## src/rtl/uart_reception_pkg.sv

```systemverilog
// Shared UART constants: line-rate defaults, oversampling points and receiver state encoding.
// Latency: n/a (declarations only).
// Backpressure: n/a.
package uart_reception_pkg;

    localparam int unsigned CLK_FREQ_HZ = 50_000_000;
    localparam int unsigned BAUD        = 9600;
    localparam int unsigned OVERSAMPLE  = 16;

    // Clocks per oversample tick, rounded to nearest.
    function automatic int unsigned calc_tick_div(input int unsigned clk_hz, input int unsigned baud);
        int unsigned per_tick;
        per_tick = baud * OVERSAMPLE;
        return (clk_hz + per_tick / 2) / per_tick;
    endfunction

    localparam int unsigned TICK_DIV = calc_tick_div(CLK_FREQ_HZ, BAUD);

    // Sample-counter points within one bit: three votes around mid-bit, decided on the last.
    localparam logic [3:0] S_VOTE_A = 4'd7;
    localparam logic [3:0] S_VOTE_B = 4'd8;
    localparam logic [3:0] S_DECIDE = 4'd9;

    typedef enum logic [2:0] {
        S_WAIT_IDLE = 3'd0,
        S_IDLE      = 3'd1,
        S_START     = 3'd2,
        S_DATA      = 3'd3,
        S_STOP      = 3'd4
    } rx_state_e;

endpackage

```

## src/rtl/uart_baud_tick.sv

```systemverilog
// Oversample tick generator: free-running divider, one-clock tick on wrap, re-phased by Clear_i.
// Latency: first tick TICK_DIV clocks after a clear.
// Backpressure: none; the tick is a pure timing strobe.
module uart_baud_tick #(
    parameter int unsigned TICK_DIV = uart_reception_pkg::TICK_DIV
) (
    input  logic Clk_i,
    input  logic Reset_i,
    input  logic Clear_i,
    output logic Tick_o
);

    localparam int unsigned CNT_W = (TICK_DIV > 1) ? $clog2(TICK_DIV) : 1;
    localparam logic [CNT_W-1:0] CNT_MAX = CNT_W'(TICK_DIV - 1);

    logic [CNT_W-1:0] cnt_q;
    logic [CNT_W-1:0] cnt_d;
    logic             wrap;

    // Next count: wrap at CNT_MAX, restart from zero on clear so ticks align to the clear.
    always_comb begin
        wrap   = (cnt_q == CNT_MAX);
        cnt_d  = cnt_q + CNT_W'(1);
        Tick_o = wrap && !Clear_i;
        if (wrap || Clear_i) begin
            cnt_d = '0;
        end
    end

    // Counter register.
    always_ff @(posedge Clk_i) begin
        if (Reset_i) begin
            cnt_q <= '0;
        end else begin
            cnt_q <= cnt_d;
        end
    end

endmodule

```

## src/rtl/uart_reception.sv

```systemverilog
// 8N1 UART receiver with 16x oversampling, 3-sample majority vote, glitch/framing/overrun detection.
// Latency: Data_Available_o rises 1 clk after the stop-bit decision tick (plus 2 clk input synchronizer).
// Backpressure: none on the line; an unacked byte is held and newer bytes are dropped with Overrun_o set.
module uart_reception #(
    parameter int unsigned CLK_FREQ_HZ = uart_reception_pkg::CLK_FREQ_HZ,
    parameter int unsigned BAUD        = uart_reception_pkg::BAUD
) (
    input  logic       Clk_i,
    input  logic       Reset_i,
    input  logic       Rx_i,
    input  logic       Data_Ack_i,
    output logic [7:0] Data_o,
    output logic       Data_Available_o,
    output logic       Framing_Error_o,
    output logic       Overrun_o,
    output logic       Busy_o
);

    import uart_reception_pkg::*;

    localparam int unsigned RX_TICK_DIV = calc_tick_div(CLK_FREQ_HZ, BAUD);

    // Input synchronizer and edge history.
    logic       rx_meta_q;
    logic       rxs_q;
    logic       rxs_prev_q;
    // Marks when rxs_q reflects the pin rather than its reset value.
    logic [1:0] sync_fill_q;

    rx_state_e  state_q, state_d;
    logic [3:0] s_q, s_d;
    logic [2:0] bit_idx_q, bit_idx_d;
    logic [1:0] votes_q, votes_d;
    logic [7:0] shift_q, shift_d;
    logic [7:0] data_q, data_d;
    logic       avail_q, avail_d;
    logic       ovr_q, ovr_d;
    logic       ferr_q, ferr_d;

    logic       tick;
    logic       clear;
    logic       deliver;
    logic       vote;
    logic [3:0] s_inc;

    uart_baud_tick #(
        .TICK_DIV (RX_TICK_DIV)
    ) u_baud_tick (
        .Clk_i   (Clk_i),
        .Reset_i (Reset_i),
        .Clear_i (clear),
        .Tick_o  (tick)
    );

    // Frame FSM, sample voting, shift register and consumer handshake.
    always_comb begin
        state_d   = state_q;
        s_d       = s_q;
        bit_idx_d = bit_idx_q;
        votes_d   = votes_q;
        shift_d   = shift_q;
        data_d    = data_q;
        avail_d   = avail_q;
        ovr_d     = ovr_q;
        ferr_d    = 1'b0;
        clear     = 1'b0;
        deliver   = 1'b0;
        s_inc     = s_q + 4'd1;
        vote      = (votes_q[1] & votes_q[0]) | (votes_q[1] & rxs_q) | (votes_q[0] & rxs_q);

        case (state_q)
            S_WAIT_IDLE: begin
                // Only a genuinely high line (not the synchronizer's reset value) re-arms reception.
                if (sync_fill_q[1] && rxs_q) begin
                    state_d = S_IDLE;
                end
            end
            S_IDLE: begin
                if (rxs_prev_q && !rxs_q) begin
                    state_d = S_START;
                    s_d     = 4'd0;
                    clear   = 1'b1;
                end
            end
            S_START, S_DATA, S_STOP: begin
                if (tick) begin
                    s_d = s_inc;
                    if (s_inc == S_VOTE_A) votes_d[1] = rxs_q;
                    if (s_inc == S_VOTE_B) votes_d[0] = rxs_q;
                    if (s_inc == S_DECIDE) begin
                        if (state_q == S_START) begin
                            // A start bit that is high at mid-bit was a glitch.
                            if (vote) begin
                                state_d = S_IDLE;
                            end else begin
                                state_d   = S_DATA;
                                bit_idx_d = 3'd0;
                            end
                        end else if (state_q == S_DATA) begin
                            shift_d = {vote, shift_q[7:1]};
                            if (bit_idx_q == 3'd7) begin
                                state_d = S_STOP;
                            end else begin
                                bit_idx_d = bit_idx_q + 3'd1;
                            end
                        end else begin
                            // Leave at mid-stop so the next start edge is never missed.
                            if (vote) begin
                                deliver = 1'b1;
                                state_d = S_IDLE;
                            end else begin
                                ferr_d  = 1'b1;
                                state_d = S_WAIT_IDLE;
                            end
                        end
                    end
                end
            end
            default: begin
                state_d = S_WAIT_IDLE;
            end
        endcase

        if (deliver) begin
            if (!avail_q || Data_Ack_i) begin
                data_d  = shift_d;
                avail_d = 1'b1;
                ovr_d   = ovr_q && !Data_Ack_i;
            end else begin
                ovr_d = 1'b1;
            end
        end else if (Data_Ack_i && avail_q) begin
            avail_d = 1'b0;
            ovr_d   = 1'b0;
        end
    end

    // State, datapath and synchronizer registers.
    always_ff @(posedge Clk_i) begin
        if (Reset_i) begin
            rx_meta_q   <= 1'b1;
            rxs_q       <= 1'b1;
            rxs_prev_q  <= 1'b1;
            sync_fill_q <= 2'b00;
            state_q     <= S_WAIT_IDLE;
            s_q         <= 4'd0;
            bit_idx_q   <= 3'd0;
            votes_q     <= 2'b00;
            shift_q     <= 8'h00;
            data_q      <= 8'h00;
            avail_q     <= 1'b0;
            ovr_q       <= 1'b0;
            ferr_q      <= 1'b0;
        end else begin
            rx_meta_q   <= Rx_i;
            rxs_q       <= rx_meta_q;
            rxs_prev_q  <= rxs_q;
            sync_fill_q <= {sync_fill_q[0], 1'b1};
            state_q     <= state_d;
            s_q         <= s_d;
            bit_idx_q   <= bit_idx_d;
            votes_q     <= votes_d;
            shift_q     <= shift_d;
            data_q      <= data_d;
            avail_q     <= avail_d;
            ovr_q       <= ovr_d;
            ferr_q      <= ferr_d;
        end
    end

    assign Data_o           = data_q;
    assign Data_Available_o = avail_q;
    assign Overrun_o        = ovr_q;
    assign Framing_Error_o  = ferr_q;
    assign Busy_o           = (state_q != S_WAIT_IDLE) && (state_q != S_IDLE);

endmodule

```

## config.mk

```make
export PLATFORM = sky130hd
export DESIGN_NAME = uart_reception
export DESIGN_NICKNAME = d
export VERILOG_FILES = /design/src/rtl/uart_reception_pkg.sv /design/src/rtl/uart_baud_tick.sv /design/src/rtl/uart_reception.sv
export SDC_FILE = /design/constraint.sdc
export NUM_CORES = 1
export LEC_CHECK = 0
export CORE_ASPECT_RATIO = 0.7
export CORE_UTILIZATION = 35
export CTS_BUF_LIST = sky130_fd_sc_hd__clkbuf_16
export DETAILED_ROUTE_END_ITERATION = 7
export DONT_BUFFER_PORTS = 1
export GPL_TIMING_DRIVEN = 0
export PLACE_DENSITY = 0.54
export SLEW_MARGIN = 20
export SYNTH_ARGS = -nofsm -noshare
export SYNTH_HDL_FRONTEND = slang
export SYNTH_SLANG_ARGS = --single-unit
```

## constraint.sdc

```tcl
create_clock -name Clk_i -period 3 [get_ports Clk_i]
set_clock_uncertainty 0.05 [all_clocks]
set_input_delay 0.3 -clock Clk_i [delete_from_list [all_inputs] [get_ports Clk_i]]
set_output_delay 0.3 -clock Clk_i [all_outputs]
set_load 0.1 [all_outputs]
```

**Word level (Yosys, flattened, before mapping)**

Index checks and enable logic that the tools add are counted.

- Flip-flop bits (word level): 45
- Input bits: 4
- Output and inout port bits: 12
- Logic and storage cells: 109

- Add/sub/neg operators: 3
- Equal/unequal tests: 18
- Mux-type cells: 37
- Bitwise gates (word level): 8
- Reduce and logical (&&, ||, !) cells: 27

Operator list:

| kind | number |
|---|---|
| two-way mux 8 bit | 5 |
| two-way mux 3 bit | 11 |
| two-way mux 1 bit | 16 |
| != test 2 bit, second input constant | 6 |
| adder 9 x 1 -> 9 bit, second input constant | 1 |
| equality test 9 bit, second input constant | 1 |
| one-hot mux 3 bit (3 select lines) | 1 |
| AND reduction 3 bit | 3 |
| equality test 4 bit, second input constant | 2 |
| two-way mux 4 bit | 2 |
| one-hot mux 4 bit (2 select lines) | 1 |
| equality test 3 x 2 -> 1 bit, second input constant | 2 |
| equality test 3 bit, second input constant | 2 |
| logical AND 1 bit | 6 |
| AND reduction 6 bit | 1 |
| nonzero test 2 bit | 3 |
| OR reduction 6 bit | 1 |
| AND reduction 5 bit | 1 |
| adder 4 x 1 -> 4 bit, second input constant | 1 |
| equality test 4 x 3 -> 1 bit, second input constant | 1 |
| zero test 1 bit | 4 |
| != test 4 bit, second input constant | 1 |
| AND reduction 2 bit | 2 |
| adder 3 x 1 -> 3 bit, second input constant | 1 |
| other kinds (12) | 18 |

**Longest topological paths before layout**

- Word-level depth: 11
- Depth in mapped cells: 9
- Mapped depth without buffers: 7

**Hierarchy**

Synthesis repeated with hierarchy kept, for this count alone.

- Cell total of the unflattened synthesis: 236
- Area total of the unflattened synthesis: 2,144.6 µm²

Modules (own cells, without submodules):

| module | times used | cells an instance | area each (µm²) | seq. area each (µm²) |
|---|---|---|---|---|
| uart_reception | 1 | 191 | 1,710.4 | 720.7 |
| uart_baud_tick | 1 | 45 | 434.2 | 180.2 |

**Worst setup path after synthesis**

No wires, ideal clock.

- Kind: register -> register
- Start point: register s_q[0]
- End point: register shift_q[5]
- Setup time: 0.128 ns
- Arrival time: 1.741 ns
- Required time: 2.822 ns
- Path slack: 1.081 ns
- Cell stages (with the launch flop): 8
- Path buffers: 2
- Clock period less this slack: 1.919 ns
- Path through: dfxtp_1 ha_1 nand4bb_1 a211o_1 buf_2 buf_4 mux2i_1 nor2_1

- Word-level cells in the longest chain between the ends: 5

Ends and longest elaborated chain:

| element | RTL line | RTL |
|---|---|---|
| from (decl) | uart_reception.sv:31 | `logic [3:0] s_q, s_d;` |
| from (signal assigned) | uart_reception.sv:146 | `s_q <= 4'd0;` |
| from (signal assigned) | uart_reception.sv:160 | `s_q <= s_d;` |
| adder 4 x 1 -> 4 bit | uart_reception.sv:68 | `s_inc = s_q + 4'd1;` |
| equality test 4 bit | uart_reception.sv:90 | `if (s_inc == S_DECIDE) begin` |
| two-way mux 8 bit | uart_reception.sv:90 |  |
| two-way mux 8 bit | uart_reception.sv:86 | `if (tick) begin` |
| two-way mux 8 bit | uart_reception.sv:71 | `case (state_q)` |
| to (signal assigned) | uart_reception.sv:163 | `shift_q <= shift_d;` |
| to (decl) | uart_reception.sv:34 | `logic [7:0] shift_q, shift_d;` |

Every way passes these cells.
A chain may end at the register's enable or synchronous reset.

**Final worst setup path**

- Start point: register s_q[0]
- End point: register data_q[6], in the netlist Data_o[6]

- Word-level cells in the longest chain between the ends: 6
- Elaborated cells between the ends (all ways): 9

Ends and longest elaborated chain:

| element | RTL line | RTL |
|---|---|---|
| adder 4 x 1 -> 4 bit * | uart_reception.sv:68 |  |
| equality test 4 bit * | uart_reception.sv:90 |  |
| two-way mux 1 bit | uart_reception.sv:90 |  |
| two-way mux 1 bit | uart_reception.sv:86 |  |
| two-way mux 1 bit | uart_reception.sv:71 |  |
| AND reduction 2 bit (no line) | n/a |  |
| to (signal assigned) | uart_reception.sv:164 | `data_q <= data_d;` |
| to (decl) | uart_reception.sv:35 | `logic [7:0] data_q, data_d;` |

Every way passes the cells marked *; elsewhere a longest branch is shown, timed or not.

==> results.toml <==
[yosys]
seq_area_frac_synth_pct = 43.45
syn_avg_cell_area_sq_um = 9.014
yosysMostFrequentCell = "dfxtp_1"
synthesis.area_sq_um = 2073
ys_ff_latch = 45
syn_inst = 230
yosys_warnings = 0
synth-main-ff-cell = "dfxtp_1"
synth_edf_count = 0
synthTopCellsByArea = "dfxtp_1, mux2i_1, ha_1, nor2_1, nand2_1"
yosysTopAreaCell = "dfxtp_1"
async_flop_share_pct = 0
yosysTopAreaCellShare_pct = 43.45
syn-num-nets = 242
ys_types = 48
netlist_top_cells_count = "dfxtp_1, nor2_1, nand2_1"

[detailed_routing]
drt-total-wl_um = 4074
ant_nets = 0
drt_first_pass_iters = 4
drc = 0
post_drt_wl_per_cell_um = 13.06
routed_via_density = 4.856
vias = 1515
dr.first_iter.drc_count = 81

[final_layout]
syn2layout_area_growth_pct = 11.10
stdcell_area_sq_um = 2303
antenna_cells = 0
final_core_util_pct = 40.22
final_cell_count_no_fill = 312
drive_gt1_share_pct = 9.283
fin_nets = 249

[timing]
rsz0062_at_grt = "no"
period_needed_ns = 2.265
hold_viol = 0
max_slew_margin_pct = 33.80
whs_ns = 0.07017
finalCritPeriodShare_pct = 75.50
fin_setup_tns_ns = 0
setup_slack_ns = 0.7350
finalMaxSlewViolations = 0
setup_viol = 0
tightest_slew_ns = 0.9916
fmax_mhz = 441.5

[cts]
ctsLongestPathBuffers = 2
cts_max_level = 2
clkLatencyLatePin_ns = 0.28
cts_buffers = 5
cts_tree = "built"
hold_buffers = 0
cts_resized = 0
cts.sinks = 45
postCtsSetupBuffers = 0
cts.clk_slew.worst_paths_ns = 0.06
root_buffer = "clkbuf_16"

[grt]
grt_pass1_wl_um = 6844
track_usage_pct = 14.42
grt_overflow = 0
antenna_found_initial = 0
grt_max_degree = 14
grt_pass1_vias = 1390

[die]
start_util_pct = 36.20
core_region_area_sq_um = 5727
dieArea_sq_um = 6240
rows = 23
die_x_um = 93.99
io_pins = 16
die_h_um = 66.40

[pwr]
netSwitchingFraction_pct = 26.73
power_frac_comb_pct = 14.1
switching_power_mw = 0.3548
internal_power_mw = 0.9724
p_per_area_nw_per_um2 = 576.1
ir_worst_vdd_uv = 243.3
seqPwrFrac_pct = 47.3
p_leak_nw = 0.9533
fin_total_pwr_mw = 1.327
power.share.clock_pct = 38.6

[worst_setup_path]
r2r_cells = 6
r2r_setup_slack_ns = 0.74
crit_type = "flip-flop to flip-flop"
crit_required_ns = 3.16
startpoint = "s_q[0]"
cp_data_arrival_time_ns = 2.42
regToRegStartpoint = "s_q[0]"
endpoint_kind = "flip-flop"
crit_path_max_fanout = 10
start_kind = "flip-flop"
r2r-end = "Data_o[6]"

[run_status]
status = "completed"

[hold_path]
min-delay-start = "Rx_i"
min_to = "rx_meta_q"
hold_depth = 1
worstHoldPathType = "input pin to flip-flop"

[place]
postPlaceCellArea_sq_um = 2167
place_ws_ns = 0.7328
portBuffers = 0
gp_congestion = 0.8276
dp_hpwl_um = 2935
dp.cells = 305

[flow_run]
cap_violations = 0
[power by group through the flow]
stage,registers (mW),logic (mW),clock network [mW]
finish,0.628,0.187,0.512
global route,0.631,0.208,0.560
CTS,0.628,0.185,0.533
detailed placement,0.641,0.184,0
global placement,0.641,0.185,0
floorplan,0.638,0.154,0
[registers in the layout, summed over array words and instances, names as in the netlist]
name / flops
Data_Available_o: 1
Data_o: 8
Framing_Error_o: 1
Overrun_o: 1
bit_idx_q: 3
rx_meta_q: 1
rxs_prev_q: 1
rxs_q: 1
s_q: 4
shift_q: 8
state_q: 3
sync_fill_q: 2
u_baud_tick.cnt_q: 9
votes_q: 2
[logic make-up after synthesis]
group | after synthesis | share of synthesized area, %
flops | 45 | 43.45
xor+xnor | 9 | 3.802
simple gates | 93 | 23.66
compound gates | 41 | 13.04
fa+ha+maj | 9 | 5.311
mux | 14 | 6.819
buf+inv | 19 | 3.922
[critical path, stage by stage (launching register included)]
cell and delay [ns]:
dfxtp_1 0.39, ha_1 0.31, nand4bb_1 0.36, a211oi_2 0.56, buf_2 0.32, o21ai_1 0.08, a21oi_1 0.14
[worst max-delay path by stage]
stage	end	slack, ns	cells after the start
after floorplan	shift_q[5]	1.08	7
after global placement	Data_o[5]	0.72	6
after detailed placement	Data_o[5]	0.73	6
after CTS	Data_o[5]	0.72	6
after global routing	Data_o[5]	0.54	6
final	Data_o[6]	0.74	6
[per-layer routing]
layer,track usage [%],vias up,routed length (um)
met4,2.885,0,10
met5,0,-,0
met1,22.56,678,2378
met3,4.138,2,193
li1,-,809,-
met2,18.80,26,1492
[placed cells by master, fill, tap and decap left out, types with 4 or more instances in the layout]
master and count:
nand2_1 23, dfxtp_1 45, mux2i_1 13, xor2_1 7, nor2_1 24, clkbuf_1 4, inv_1 9, nand3b_1 4
buf_2 5, clkbuf_16 5, ha_1 8, nand2b_1 5, nor2b_1 4, o21ai_0 7, nand3_1 10, a21oi_1 14
a211o_1 4
[final cells by class]
| cell class | instances | area [sq um] |
|---|---|---|
| Clock buffer | 5 | 125.1 |
| Fill cell | 587 | 3423 |
| Tap cell | 75 | 93.84 |
| Clock inverter | 2 | 11.26 |
| Multi-Input combinational cell | 166 | 1091 |
| Inverter | 9 | 33.78 |
| Sequential cell | 45 | 900.9 |
| Buffer | 10 | 47.55 |
(Power assumes the default switching activity.)
